### src/rtl/alu_sched_pkg.sv
// Shared definitions for the two-requester ALU operation scheduler.
// State encoding, requester ids and default datapath widths.
package alu_sched_pkg;

    localparam int unsigned DefWidth = 16;
    localparam int unsigned DefFunW  = 4;

    localparam logic ReqId0 = 1'b0;
    localparam logic ReqId1 = 1'b1;

    typedef enum logic [1:0] {
        StIdle  = 2'b00,
        StIssue = 2'b01,
        StWait  = 2'b10,
        StResp  = 2'b11
    } state_e;

endpackage

### src/rtl/rr_arbiter2.sv
// Two-way round-robin arbiter: on a tie the requester that did not win last time is granted.
// The last-grant record only moves when the scheduler accepts the granted command.
module rr_arbiter2
    import alu_sched_pkg::*;
(
    input  logic clk_i,
    input  logic rst_i,
    input  logic valid0_i,
    input  logic valid1_i,
    input  logic accept_i,
    output logic grant_id_o,
    output logic grant_valid_o
);

    logic last_q;

    always_comb begin
        grant_valid_o = valid0_i | valid1_i;
        if (valid0_i && valid1_i) begin
            grant_id_o = ~last_q;
        end else if (valid1_i) begin
            grant_id_o = ReqId1;
        end else begin
            grant_id_o = ReqId0;
        end
    end

    // Reset to requester 1 so requester 0 wins the first tie.
    always_ff @(posedge clk_i or posedge rst_i) begin
        if (rst_i) begin
            last_q <= ReqId1;
        end else if (accept_i) begin
            last_q <= grant_id_o;
        end
    end

endmodule

### src/rtl/alu_op_scheduler.sv
// Shares one registered ALU between two requesters: arbitrate, issue a one-cycle enable,
// wait for the result flag (bounded by a timeout) and return the result on a valid/ready channel.
module alu_op_scheduler
    import alu_sched_pkg::*;
#(
    parameter int unsigned WIDTH   = DefWidth,
    parameter int unsigned FUN_W   = DefFunW,
    parameter int unsigned TIMEOUT = 4
) (
    input  logic             clk_i,
    input  logic             rst_i,
    input  logic             req0_valid_i,
    output logic             req0_ready_o,
    input  logic [WIDTH-1:0] req0_a_i,
    input  logic [WIDTH-1:0] req0_b_i,
    input  logic [FUN_W-1:0] req0_fun_i,
    input  logic             req1_valid_i,
    output logic             req1_ready_o,
    input  logic [WIDTH-1:0] req1_a_i,
    input  logic [WIDTH-1:0] req1_b_i,
    input  logic [FUN_W-1:0] req1_fun_i,
    output logic [WIDTH-1:0] alu_a_o,
    output logic [WIDTH-1:0] alu_b_o,
    output logic [FUN_W-1:0] alu_fun_o,
    output logic             alu_enable_o,
    input  logic [WIDTH-1:0] alu_out_i,
    input  logic             alu_flag_i,
    output logic             rsp_valid_o,
    input  logic             rsp_ready_i,
    output logic             rsp_id_o,
    output logic [WIDTH-1:0] rsp_data_o,
    output logic             rsp_err_o,
    output logic             busy_o
);

    localparam int unsigned    CntW    = (TIMEOUT > 2) ? $clog2(TIMEOUT) : 1;
    localparam logic [CntW-1:0] CntLast = CntW'(TIMEOUT - 1);

    state_e          state_q, state_d;
    logic [CntW-1:0] cnt_q, cnt_d;
    logic [WIDTH-1:0] alu_a_q, alu_b_q, rsp_data_q;
    logic [FUN_W-1:0] alu_fun_q;
    logic            rsp_id_q, rsp_err_q;
    logic            grant_id, grant_valid, accept;
    logic            capture_flag, capture_timeout;

    // Readys are gated by reset so nothing is offered while reset is held.
    assign accept = (state_q == StIdle) && grant_valid && !rst_i;

    rr_arbiter2 u_arb (
        .clk_i         (clk_i),
        .rst_i         (rst_i),
        .valid0_i      (req0_valid_i),
        .valid1_i      (req1_valid_i),
        .accept_i      (accept),
        .grant_id_o    (grant_id),
        .grant_valid_o (grant_valid)
    );

    always_ff @(posedge clk_i or posedge rst_i) begin
        if (rst_i) begin
            state_q <= StIdle;
            cnt_q   <= '0;
        end else begin
            state_q <= state_d;
            cnt_q   <= cnt_d;
        end
    end

    always_comb begin
        state_d         = state_q;
        cnt_d           = cnt_q;
        capture_flag    = 1'b0;
        capture_timeout = 1'b0;
        unique case (state_q)
            StIdle: begin
                if (accept) state_d = StIssue;
            end
            StIssue: begin
                cnt_d   = '0;
                state_d = StWait;
            end
            StWait: begin
                if (alu_flag_i) begin
                    capture_flag = 1'b1;
                    state_d      = StResp;
                end else if (cnt_q == CntLast) begin
                    capture_timeout = 1'b1;
                    state_d         = StResp;
                end else begin
                    cnt_d = cnt_q + 1'b1;
                end
            end
            StResp: begin
                if (rsp_ready_i) state_d = StIdle;
            end
            default: state_d = StIdle;
        endcase
    end

    always_comb begin
        alu_enable_o = (state_q == StIssue);
        rsp_valid_o  = (state_q == StResp);
        busy_o       = (state_q != StIdle);
        req0_ready_o = accept && (grant_id == ReqId0);
        req1_ready_o = accept && (grant_id == ReqId1);
    end

    always_ff @(posedge clk_i or posedge rst_i) begin
        if (rst_i) begin
            alu_a_q    <= '0;
            alu_b_q    <= '0;
            alu_fun_q  <= '0;
            rsp_id_q   <= ReqId0;
            rsp_data_q <= '0;
            rsp_err_q  <= 1'b0;
        end else begin
            if (accept) begin
                alu_a_q   <= (grant_id == ReqId1) ? req1_a_i : req0_a_i;
                alu_b_q   <= (grant_id == ReqId1) ? req1_b_i : req0_b_i;
                alu_fun_q <= (grant_id == ReqId1) ? req1_fun_i : req0_fun_i;
                rsp_id_q  <= grant_id;
            end
            if (capture_flag) begin
                rsp_data_q <= alu_out_i;
                rsp_err_q  <= 1'b0;
            end else if (capture_timeout) begin
                rsp_data_q <= '0;
                rsp_err_q  <= 1'b1;
            end
        end
    end

    assign alu_a_o    = alu_a_q;
    assign alu_b_o    = alu_b_q;
    assign alu_fun_o  = alu_fun_q;
    assign rsp_id_o   = rsp_id_q;
    assign rsp_data_o = rsp_data_q;
    assign rsp_err_o  = rsp_err_q;

endmodule

### config.mk
export PLATFORM = sky130hd
export DESIGN_NAME = alu_op_scheduler
export DESIGN_NICKNAME = d
export VERILOG_FILES = /design/src/rtl/alu_sched_pkg.sv /design/src/rtl/rr_arbiter2.sv /design/src/rtl/alu_op_scheduler.sv
export SDC_FILE = /design/constraint.sdc
export NUM_CORES = 1
export LEC_CHECK = 0
export ABC_CLOCK_PERIOD_IN_PS = 2000
export CORE_MARGIN = 1
export CORE_UTILIZATION = 34
export DETAILED_ROUTE_END_ITERATION = 10
export PLACE_DENSITY = 0.81
export SLEW_MARGIN = 20
export SYNTH_ARGS = -nofsm -noshare
export SYNTH_HDL_FRONTEND = slang
export SYNTH_SLANG_ARGS = --single-unit
### constraint.sdc
create_clock -name clk_i -period 2 [get_ports clk_i]
set_input_delay 0.5 -clock clk_i [delete_from_list [all_inputs] [get_ports clk_i]]
set_output_delay 0.5 -clock clk_i [all_outputs]
set_load 0.01 [all_outputs]
==> out/qor.txt <==
Critical path, cell by cell -> inv_2, ha_2, nor2b_4, and3_4, buf_2
Final setup fails -> 0
Max IR drop VDD -> 0.000759 V
CTS tree -> done
Clock transition at path regs -> 0.06 ns
Crit path kind -> register to primary output
RSZ-0062 raised after global routing -> false
Syn avg cell area -> 13.0 um2
First-pass GRT wire length -> 12800 um
Final Net Count -> 463
CTS Buffer Depth -> 2
CTS root buf -> clkbuf_8
Count of cell types in the netlist -> 32
Status -> completed
Worst skew pair latency -> 0.33 ns
DRC -> 0
Pwr dens -> 1380 mW/mm2
Most frequent cells in the layout -> 147 x clkdlybuf4s50_1, 58 x dfrtp_1, 36 x a221o_1, 30 x a21boi_0
WP data arrival -> 1.42 ns
Ports -> 153
Hpwl dp -> 5380 um
FP Rows -> 31
Yosys reg bits -> 59
Max_slew headroom -> 0.710
Layout fillers -> 607
Tcrit/Tclk final -> 0.958
Most common cell after layout, fill and taps aside -> clkdlybuf4s50_1
Detailed Routing Iterations Pass 1 -> 4
Setup slack after layout -> 0.0845 ns
Pin count of the biggest net entering global routing -> 60
GRT Resource Usage Total -> 0.198
Vias per Instance -> 5.17
Pwr Total -> 6.24 mW
Static Leak -> 1.96 nW
Critical path data required time -> 1.50 ns
GPL Wtd Cong -> 0.788
Initial antenna violation count -> 0
Multi-input gate area -> 0.00102 mm2
Critical Path Max Stage Delay -> 0.39 ns
Ant diodes -> 0
Reg-to-reg startpoint -> state_q[1]$_DFFE_PP0P_
Ys Warns -> 0
Drt wl/cell -> 16.9 um
Syn Inst Count -> 201
Buf+Inv Stages, Crit Path -> 2
Area grow syn2layout -> 72.4%
CTS Buf Count -> 9
Register area share after synthesis -> 0.563
DRT Wirelength -> 7860 um
Crit Path Max Fanout -> 3
Setup crit start -> state_q[1]$_DFFE_PP0P_
Max Cap Viol -> 0
Syn nets -> 301
Mapped cell area -> 0.00262 mm2
Via count -> 2410
Vias in the first global route -> 2627
CP endpoint kind -> primary output
DP Worst Slack -> -0.339 ns
IO buf count -> 152
Die X -> 89.8 um
Final min period -> 1.92 ns
Final Hold Fails -> 0
Final setup skew -> 0.0145 ns
Share of cells above drive strength 1 -> 0.120
Die height -> 89.8 um
Global route overflow -> 0
Reg area -> 0.00148 mm2
Hold Path Class -> register to register
DR iter-0 viols -> 79
Antenna viol nets, final -> 0
Fmax -> 522 MHz
Delay-heaviest family, CP -> flip-flops
Worst-Margin Slew -> 0.435 ns
Hold Startpoint -> rsp_id_o$_DFFE_PP0P_
Clk sinks -> 59
Die area -> 0.00807 mm2
Clock H-tree levels -> 3
Crit path launch type -> register
Core area -> 0.00737 mm2
Slowest cell on crit path -> dfrtp_1
Starting Density -> 0.356
Max-slew violations -> 0
-- layer usage --
metal  up-vias  part of all wire  wire, um  GRT usage
li1       1112                 -         -          -
met4         0            0.0029        23     0.0642
met1      1216              0.43      3410      0.245
met3         4             0.046       363     0.0415
met2        78              0.52      4050      0.344
met5         -                 0         0          0
-- stage by stage --
| stage | setup TNS (ns) | util | hold WS [ns] | area (um2) | std cells |
|---|---|---|---|---|---|
| floorplan | 0 | - | 0.465 | 2620 | 201 |
| global placement | -1.74 | 0.584 | 0.458 | 4310 | 450 |
| detailed placement | -2.20 | 0.584 | 0.470 | 4310 | 450 |
| CTS | 0 | 0.614 | 0.489 | 4520 | 466 |
| global route | 0 | 0.614 | 0.515 | 4520 | 466 |
| finish | 0 | 0.614 | 0.485 | 4520 | 466 |
-- area by class of cell --
class	count	share of cell area
Timing Repair Buffer	170	0.369
Sequential cell	59	0.327
Multi-Input combinational cell	119	0.226
Clock buffer	10	0.0304
Tap cell	99	0.0274
Clock inverter	5	0.0172
Inverter	4	0.00332
-- power by group --
group,leakage (nW),switching [mW],internal [mW],total (mW)
registers,0.738,0.299,1.75,2.05
logic,1.11,1.17,1.84,3.01
clock network,0.108,0.453,0.724,1.18
total,1.96,1.92,4.32,6.24
-- final timing paths --
check | depth (start not counted) | slack [ns] | end
max | 5 | 0.08 | req1_ready_o
min | 1 | 0.48 | rsp_id_o$_DFFE_PP0P_
max reg2reg | 7 | 0.15 | alu_a_o[11]$_DFFE_PP0P_
min reg2reg | 1 | 0.48 | rsp_id_o$_DFFE_PP0P_
max in group asynchronous | 4 | 0.96 | u_arb.last_q$_DFFE_PP1P_
min in group asynchronous | 4 | 0.74 | alu_a_o[15]$_DFFE_PP0P_
-- cell usage after synthesis --
master | instances | area (um2)
nor2_1 | 2 | 7.51
buf_6 | 3 | 33.8
nor2b_4 | 1 | 13.8
a2bb2oi_1 | 1 | 8.76
nor3b_1 | 1 | 7.51
buf_2 | 11 | 55.1
a21boi_1 | 6 | 45.0
and3_1 | 1 | 6.26
o21ai_1 | 1 | 5.00
and2_1 | 1 | 6.26
a211oi_1 | 1 | 7.51
nand2_1 | 3 | 11.3
nand2b_1 | 1 | 6.26
buf_4 | 1 | 7.51
a21o_1 | 2 | 15.0
nor2b_1 | 1 | 6.26
ha_1 | 6 | 75.1
and3_4 | 1 | 11.3
or2_1 | 1 | 6.26
inv_1 | 4 | 15.0
o21bai_1 | 1 | 7.51
clkbuf_1 | 1 | 3.75
dfrtp_1 | 58 | 1450
mux2_2 | 1 | 11.3
a21oi_1 | 3 | 15.0
a221o_1 | 36 | 360
a22o_1 | 16 | 140
clkbuf_2 | 3 | 15.0
dfstp_2 | 1 | 26.3
a31oi_1 | 1 | 6.26
a21boi_0 | 30 | 225
a32o_1 | 1 | 10.0
-- registers in the layout, indices dropped and copies added (netlist names) --
signal        count
rsp_id_o          1
u_arb.last_q      1
alu_fun_o         4
alu_a_o          16
rsp_data_o       16
alu_b_o          16
state_q           2
rsp_err_o         1
cnt_q             2
-- cells by family (layout without fill, tap and decap cells) --
kind of cell	count (synthesis)	in the layout	share of synthesized area
mux	1	1	0.00429
simple gates	13	13	0.0315
fa+ha+maj	6	6	0.0286
compound gates	99	99	0.323
flops	59	59	0.563
buf+inv	23	189	0.0496
-- worst register-to-register path, cell delays in order, from the launching register on --
cell,delay (ns)
dfrtp_1,0.39
inv_2,0.07
ha_2,0.18
nor2b_4,0.15
buf_4,0.11
buf_4,0.33
a21boi_0,0.20
a221o_1,0.31
-- timing repair --
action	in CTS	in global routing
hold buffers	0	0
setup buffers	1	0
resized for setup	15	0
hold endpoints to repair	0	0
endpoints found under the setup margin	5	0
(Power assumes the default switching activity.)
